==> src/rtl/mem_arbiter.sv <==
// Two-port arbiter/sequencer in front of the 1 KB data memory: one access at a time, one-cycle strobes, done pulse to owner.
// Optional MEM_ARB_RR_EN selects round-robin tie-breaking; otherwise port 1 has fixed priority.
module mem_arbiter #(
  parameter int MEM_BYTES = 1024
) (
  input  logic        clk,
  input  logic        rst,
  input  logic        p0_req,
  input  logic        p0_we,
  input  logic [31:0] p0_addr,
  input  logic [31:0] p0_wd,
  output logic [31:0] p0_rd,
  output logic        p0_done,
  output logic        p0_err,
  input  logic        p1_req,
  input  logic        p1_we,
  input  logic [31:0] p1_addr,
  input  logic [31:0] p1_wd,
  output logic [31:0] p1_rd,
  output logic        p1_done,
  output logic        p1_err,
  output logic        mem_read,
  output logic        mem_write,
  output logic [31:0] mem_addr,
  output logic [31:0] mem_wd,
  input  logic [31:0] mem_rd
);

  // state  | meaning
  // IDLE   | arbitrate and latch the winning request
  // ACCESS | one-cycle memory strobe (suppressed when out of range)
  // RESP   | capture mem_rd into owner's read register
  // DONE   | completion pulse (+err) to owner
  typedef enum logic [1:0] {IDLE, ACCESS, RESP, DONE} state_t;

  localparam logic [31:0] MAX_ADDR = 32'(MEM_BYTES - 4);

  state_t      state, state_nxt;
  logic        owner;
  logic        lat_we;
  logic        oor;
  logic        grant_any;
  logic        grant_sel;
  logic        sel_we;
  logic [31:0] sel_addr;
  logic [31:0] sel_wd;

`ifdef MEM_ARB_RR_EN
  logic        last_grant;
`endif

  always_comb begin
    grant_any = p0_req | p1_req;
`ifdef MEM_ARB_RR_EN
    if (p0_req && p1_req) grant_sel = ~last_grant;
    else                  grant_sel = p1_req;
`else
    grant_sel = p1_req;
`endif
    sel_we   = grant_sel ? p1_we   : p0_we;
    sel_addr = grant_sel ? p1_addr : p0_addr;
    sel_wd   = grant_sel ? p1_wd   : p0_wd;
  end

  always_comb begin
    state_nxt = state;
    mem_read  = 1'b0;
    mem_write = 1'b0;
    p0_done   = 1'b0;
    p1_done   = 1'b0;
    p0_err    = 1'b0;
    p1_err    = 1'b0;
    case (state)
      IDLE:   if (grant_any) state_nxt = ACCESS;
      ACCESS: begin
        // rst gating keeps a reset cycle from ever issuing a memory command
        if (!oor) begin
          mem_read  = !lat_we && !rst;
          mem_write = lat_we && !rst;
        end
        state_nxt = (!oor && !lat_we) ? RESP : DONE;
      end
      RESP:   state_nxt = DONE;
      DONE: begin
        p0_done   = !owner && !rst;
        p1_done   = owner && !rst;
        p0_err    = !owner && !rst && oor;
        p1_err    = owner && !rst && oor;
        state_nxt = IDLE;
      end
      default: state_nxt = IDLE;
    endcase
  end

  always_ff @(posedge clk) begin
    if (rst) begin
      state    <= IDLE;
      owner    <= 1'b0;
      lat_we   <= 1'b0;
      oor      <= 1'b0;
      mem_addr <= '0;
      mem_wd   <= '0;
      p0_rd    <= '0;
      p1_rd    <= '0;
`ifdef MEM_ARB_RR_EN
      last_grant <= 1'b1;
`endif
    end else begin
      state <= state_nxt;
      if (state == IDLE && grant_any) begin
        owner    <= grant_sel;
        lat_we   <= sel_we;
        mem_addr <= sel_addr;
        mem_wd   <= sel_wd;
        oor      <= (sel_addr > MAX_ADDR);
`ifdef MEM_ARB_RR_EN
        last_grant <= grant_sel;
`endif
      end
      if (state == RESP) begin
        if (owner) p1_rd <= mem_rd;
        else       p0_rd <= mem_rd;
      end
      // rejected read returns zero, visible in the DONE cycle
      if (state == ACCESS && oor && !lat_we) begin
        if (owner) p1_rd <= '0;
        else       p0_rd <= '0;
      end
    end
  end

endmodule

==> config.mk <==
export PLATFORM = sky130hd
export DESIGN_NAME = mem_arbiter
export DESIGN_NICKNAME = d
export VERILOG_FILES = /design/src/rtl/mem_arbiter.sv
export SDC_FILE = /design/constraint.sdc
export NUM_CORES = 1
export LEC_CHECK = 0
export CORE_MARGIN = 4
export CORE_UTILIZATION = 42
export DETAILED_ROUTE_END_ITERATION = 6
export PLACE_DENSITY_LB_ADDON = 0.3
export SLEW_MARGIN = 20
export SYNTH_ARGS = -nofsm -noshare
export SYNTH_HDL_FRONTEND = slang
export SYNTH_SLANG_ARGS = --single-unit
export TNS_END_PERCENT = 10
==> constraint.sdc <==
create_clock -name clk -period 2.7 [get_ports clk]
set_input_delay 0.54 -clock clk [delete_from_list [all_inputs] [get_ports clk]]
set_output_delay 0.54 -clock clk [all_outputs]
set_load 0.1 [all_outputs]
# [Yosys cells after proc, flatten, opt, wreduce, memory -nomap -nowiden]
# Index checks and enable logic that the tools add are counted.
[word_totals] regBits=133 input_bits=166 output_inout_bits=134 elab_cells=51
[op_classes] order_cmp=1 n_eq_ne=4 muxes=22 n_bitwise=1 reduce_logical=15
[op_table] operator="two-way mux 32 bit" count=10
[op_table] operator="greater-than comparator 32 x 10 -> 1 bit, second input constant" count=1
[op_table] operator="logical AND 1 bit" count=10
[op_table] operator="two-way mux 1 bit" count=10
[op_table] operator="one-hot mux 2 bit (4 select lines)" count=1
[op_table] operator="equality test 2 bit, second input constant" count=2
[op_table] operator="zero test 1 bit" count=4
[op_table] operator="equality test 2 x 1 -> 1 bit, second input constant" count=1
[op_table] operator="zero test 2 bit" count=1
[op_table] operator="two-way mux 2 bit" count=1
[op_table] operator="!= test 2 bit, second input constant" count=1
[op_table] operator="bitwise OR 1 bit" count=1

# [Logic depth before layout (Yosys ltp)]
[logic_depth] ltp_word=4 ltp_mapped=8 mapped_depth_nobuf=6

# [Worst setup path before layout]
# Ideal clock, no wire load.
[synth_timing] path_type="input port to output port" start="in rst" end="out p0_err" arrival_time_ns=3.945 required_ns=2.160 slack_ns=-1.785 stages=3 path_buffers=1 cell_sequence="clkbuf_1 -> nor3b_1 -> and2_1"
[synth_between] elab_chain_len=4
[synth_lines] item="start, declared" line="7" rtl="input logic rst,"
[synth_lines] item="zero test 1 bit" line="87" rtl="p0_err = !owner && !rst && oor;"
[synth_lines] item="logical AND 1 bit (2 in a row)" line="87"
[synth_lines] item="two-way mux 1 bit" line="73" rtl="case (state)"
[synth_lines] item="end, declared" line="14" rtl="output logic p0_err,"
# No other way between the ends.

# [Worst setup path after layout]
[layout_timing] start="reg state[1]" end="out mem_write"
[layout_between] elab_chain_len=2
[layout_lines] item="start, declared" line="38" rtl="state_t state, state_nxt;"
[layout_lines] item="start signal, assigned" line="109" rtl="state <= state_nxt;"
[layout_lines] item="equality test 2 x 1 -> 1 bit" line="73"
[layout_lines] item="two-way mux 1 bit" line="73"
[layout_lines] item="end, declared" line="23" rtl="output logic mem_write,"
# No other way between the ends.

==> results.md <==
- Sort of element at the end of the critical path: output port
- Vias: 5,782
- Number of hold violations in the final report: 0
- Clock tree from TritonCTS: done
- Synth area leaders: sky130_fd_sc_hd__dfxtp_1 47%, sky130_fd_sc_hd__mux2i_1 11%, sky130_fd_sc_hd__a32oi_1 9.8%
- M2 GR Usage: 0.422
- Post-synth ARST share: 0
- Maximum number of pins on one net before global-route repair: 65
- Sink Count: 133
- Number of DRC violations after detailed routing: 0
- Register cell area after layout: 2660 um2
- Via count of the first global-routing pass: 5,592
- Worst path bufs/invs: 2
- Iteration-0 DRC Markers: 334
- Clock insertion delay at the later pin of the skew report: 0.41 ns
- Buffers from clock root to sink, at most: 2
- Number of gates given a new drive strength after cts: 0
- Hold Crit Class: in2reg
- FF+latch count, synth: 133
- Weighted congestion reported at the end of routability-driven placement: 0.900
- Share of the synthesized area in the top cell type: 0.474
- Input/output buffers: 299
- # placed instances: 1,006
- Setup CP Type: reg2out
- Ports: 300
- Tightest slew margin relative to the limit: 0.515
- Diode count: 0
- Area overhead of the layout relative to synthesis: 59.6%
- Number of enable-type register cells in the synthesized netlist: 0
- Overall fraction of global-route tracks in use: 0.251
- Peak-usage layer in the global routing report: met2
- Total wirelength of the detailed-routed design: 19,700 um
- Met1 track utilization from global routing: 0.283
- Final Cycle Share: 0.830
- Leak Pwr: 0.00373 uW
- Detailed placement HPWL: 14,900 um
- Height of the chip: 124 um
- Power per Cell Area: 1280 nW/um2
- Warning count from the yosys run: 0
- Slew @ Worst Pin: 0.728 ns
- Netlist cell types: 43
- TritonCTS buffer count: 17
- Library cell with the highest instance count after synthesis: sky130_fd_sc_hd__nor2_1
- Core Region: 12,900 um2
- Multi-input combinational cell area: 2680 um2
- Maximum vdd drop: 0.850 mV
- TNS Setup: 0 ns
- Final-report setup violation count: 0
- MaxCap Viol Count: 0
- Number of buffers inserted by post-CTS setup repair: 0
- Number of antenna violations at the first check in global routing: 0
- Synth top cells by count: 137 x sky130_fd_sc_hd__nor2_1, 133 x sky130_fd_sc_hd__dfxtp_1, 64 x sky130_fd_sc_hd__mux2i_1
- Most common flop cell mapped by yosys: sky130_fd_sc_hd__dfxtp_1
- Global Route met3 Usage: 0.108
- Total of fill cells in the finished design: 983
- # nets final: 1,023
- Average footprint of a synthesized cell: 9.67 um2
- Htree depth: 4
- Clock skew after layout: 0.00718 ns
- Highest achievable clock rate: 446 MHz
- Yosys top cell by area: sky130_fd_sc_hd__dfxtp_1
- Critical Path RT: 2.16 ns
- Synth Instances: 581
- Maximum fanout along the worst path: 5
- Core Rows: 41
- Final Total Pwr: 11,500 uW
- Arrival time reported for the critical path endpoint: 1.70 ns
- DR WL/cell: 19.0 um
- Final cell count without fillers: 1,037
- Largest stage delay, worst path: 0.38 ns
- Unrepaired setup endpoints after global routing: no
- Detailed-route vias per instance: 5.58
- Congestion Overflow GR: 0
- Root buffer cell: sky130_fd_sc_hd__clkbuf_16
- Die outline width: 124 um
- Result of the run: completed
- Fraction of final layout cells sized beyond drive strength 1: 0.225
- Total die area: 15,300 um2
- Synth Cell Area: 5620 um2
- Post-DRT Antenna Nets: 0
- Cell area after placement: 8410 um2
- CTS Hold Buffers Added: 0
- Cell breakdown of the critical path: inv_1 -> ha_1 -> nor4bb_4 -> buf_12
- Clk slew on worst S/H paths: 0.06 ns
- Number of iterations in the first detailed-routing pass: 6
- Min cycle time layout: 2.24 ns
- CP delay by family, top: simple AND/OR/NAND/NOR gates
- Post-synthesis sequential area ratio: 0.474
- Global-route wire length before repair: 29,600 um
- Initial core utilization: 0.436
- Net count after synthesis: 751
- Critical Path Slowest Stage Cell: sky130_fd_sc_hd__nor4bb_4
- Critical path startpoint category: flop
- Fin area: 8960 um2
- Final Max Slew Viols: 0
layout by cell type (no fill, tap or decap), drive strengths merged, types with 4 or more instances in the layout:
master	n
mux2i	64
dfxtp	133
ha	4
a21oi	4
nor2	138
nand3	4
a211oi	62
buf	148
nor3	4
nor4	8
nand2	5
clkinv	8
inv	5
clkdlybuf4s50	163
clkbuf	18
a32oi	63
worst register-to-register path: cells and delay by family (launching register included):
family	cells	cell delay [ns]
compound gates	1	0.28
fa+ha+maj	1	0.24
buf+inv	2	0.61
flops	1	0.37
simple gates	2	0.25
power by group:
| part | switching, uW | internal (uW) | leakage (uW) | total, uW |
|---|---|---|---|---|
| clock network | 879 | 1270 | 0.000267 | 2150 |
| logic | 5020 | 1500 | 0.00237 | 6520 |
| registers | 337 | 2490 | 0.00109 | 2830 |
per-stage QoR:
step | util | hold WS (ns) | worst slack [ns]
CTS | 0.696 | 0.459 | 0.435
detailed placement | 0.653 | 0.473 | 0.598
global placement | 0.653 | 0.467 | 0.697
floorplan | - | 0.506 | -0.360
global route | 0.696 | 0.473 | 0.370
finish | 0.696 | 0.475 | 0.459
per-layer routing:
metal,up-vias,part of all wire,routed length [um]
li1,2725,-,-
met1,2718,0.38,7550
met3,34,0.10,2050
met5,-,0,0
met4,0,0.023,458
met2,305,0.49,9630
logic make-up after synthesis:
family,count (synthesis),synth area share
adders and majority gates,4,0.00891
muxes,64,0.114
and+or+nand+nor,178,0.138
buffers and inverters,61,0.0559
AOI/OAI and AO/OA,141,0.209
DFF,133,0.474
cell type report:
type                       count  share of cell area
clock buffer                  18              0.0479
tap                          172              0.0240
inverter                       3             0.00126
clock inverter                13              0.0144
sequential                   133               0.297
timing repair buffer         311               0.317
multi-input combinational    387               0.298
path summary, 6_finish.rpt:
check | from | endpoint | slack [ns] | cells past startpoint
hold / removal | rst | p0_rd[31]$_SDFF_PP0_ | 0.47 | 2
hold reg to reg | flop | flop | 0.49 | 2
setup reg to reg | state[1]$_SDFFE_PP0P_ | flop | 0.89 | 6
setup / recovery | state[1]$_SDFFE_PP0P_ | mem_write | 0.46 | 4
No activity file was read; power rests on OpenSTA's default activity.
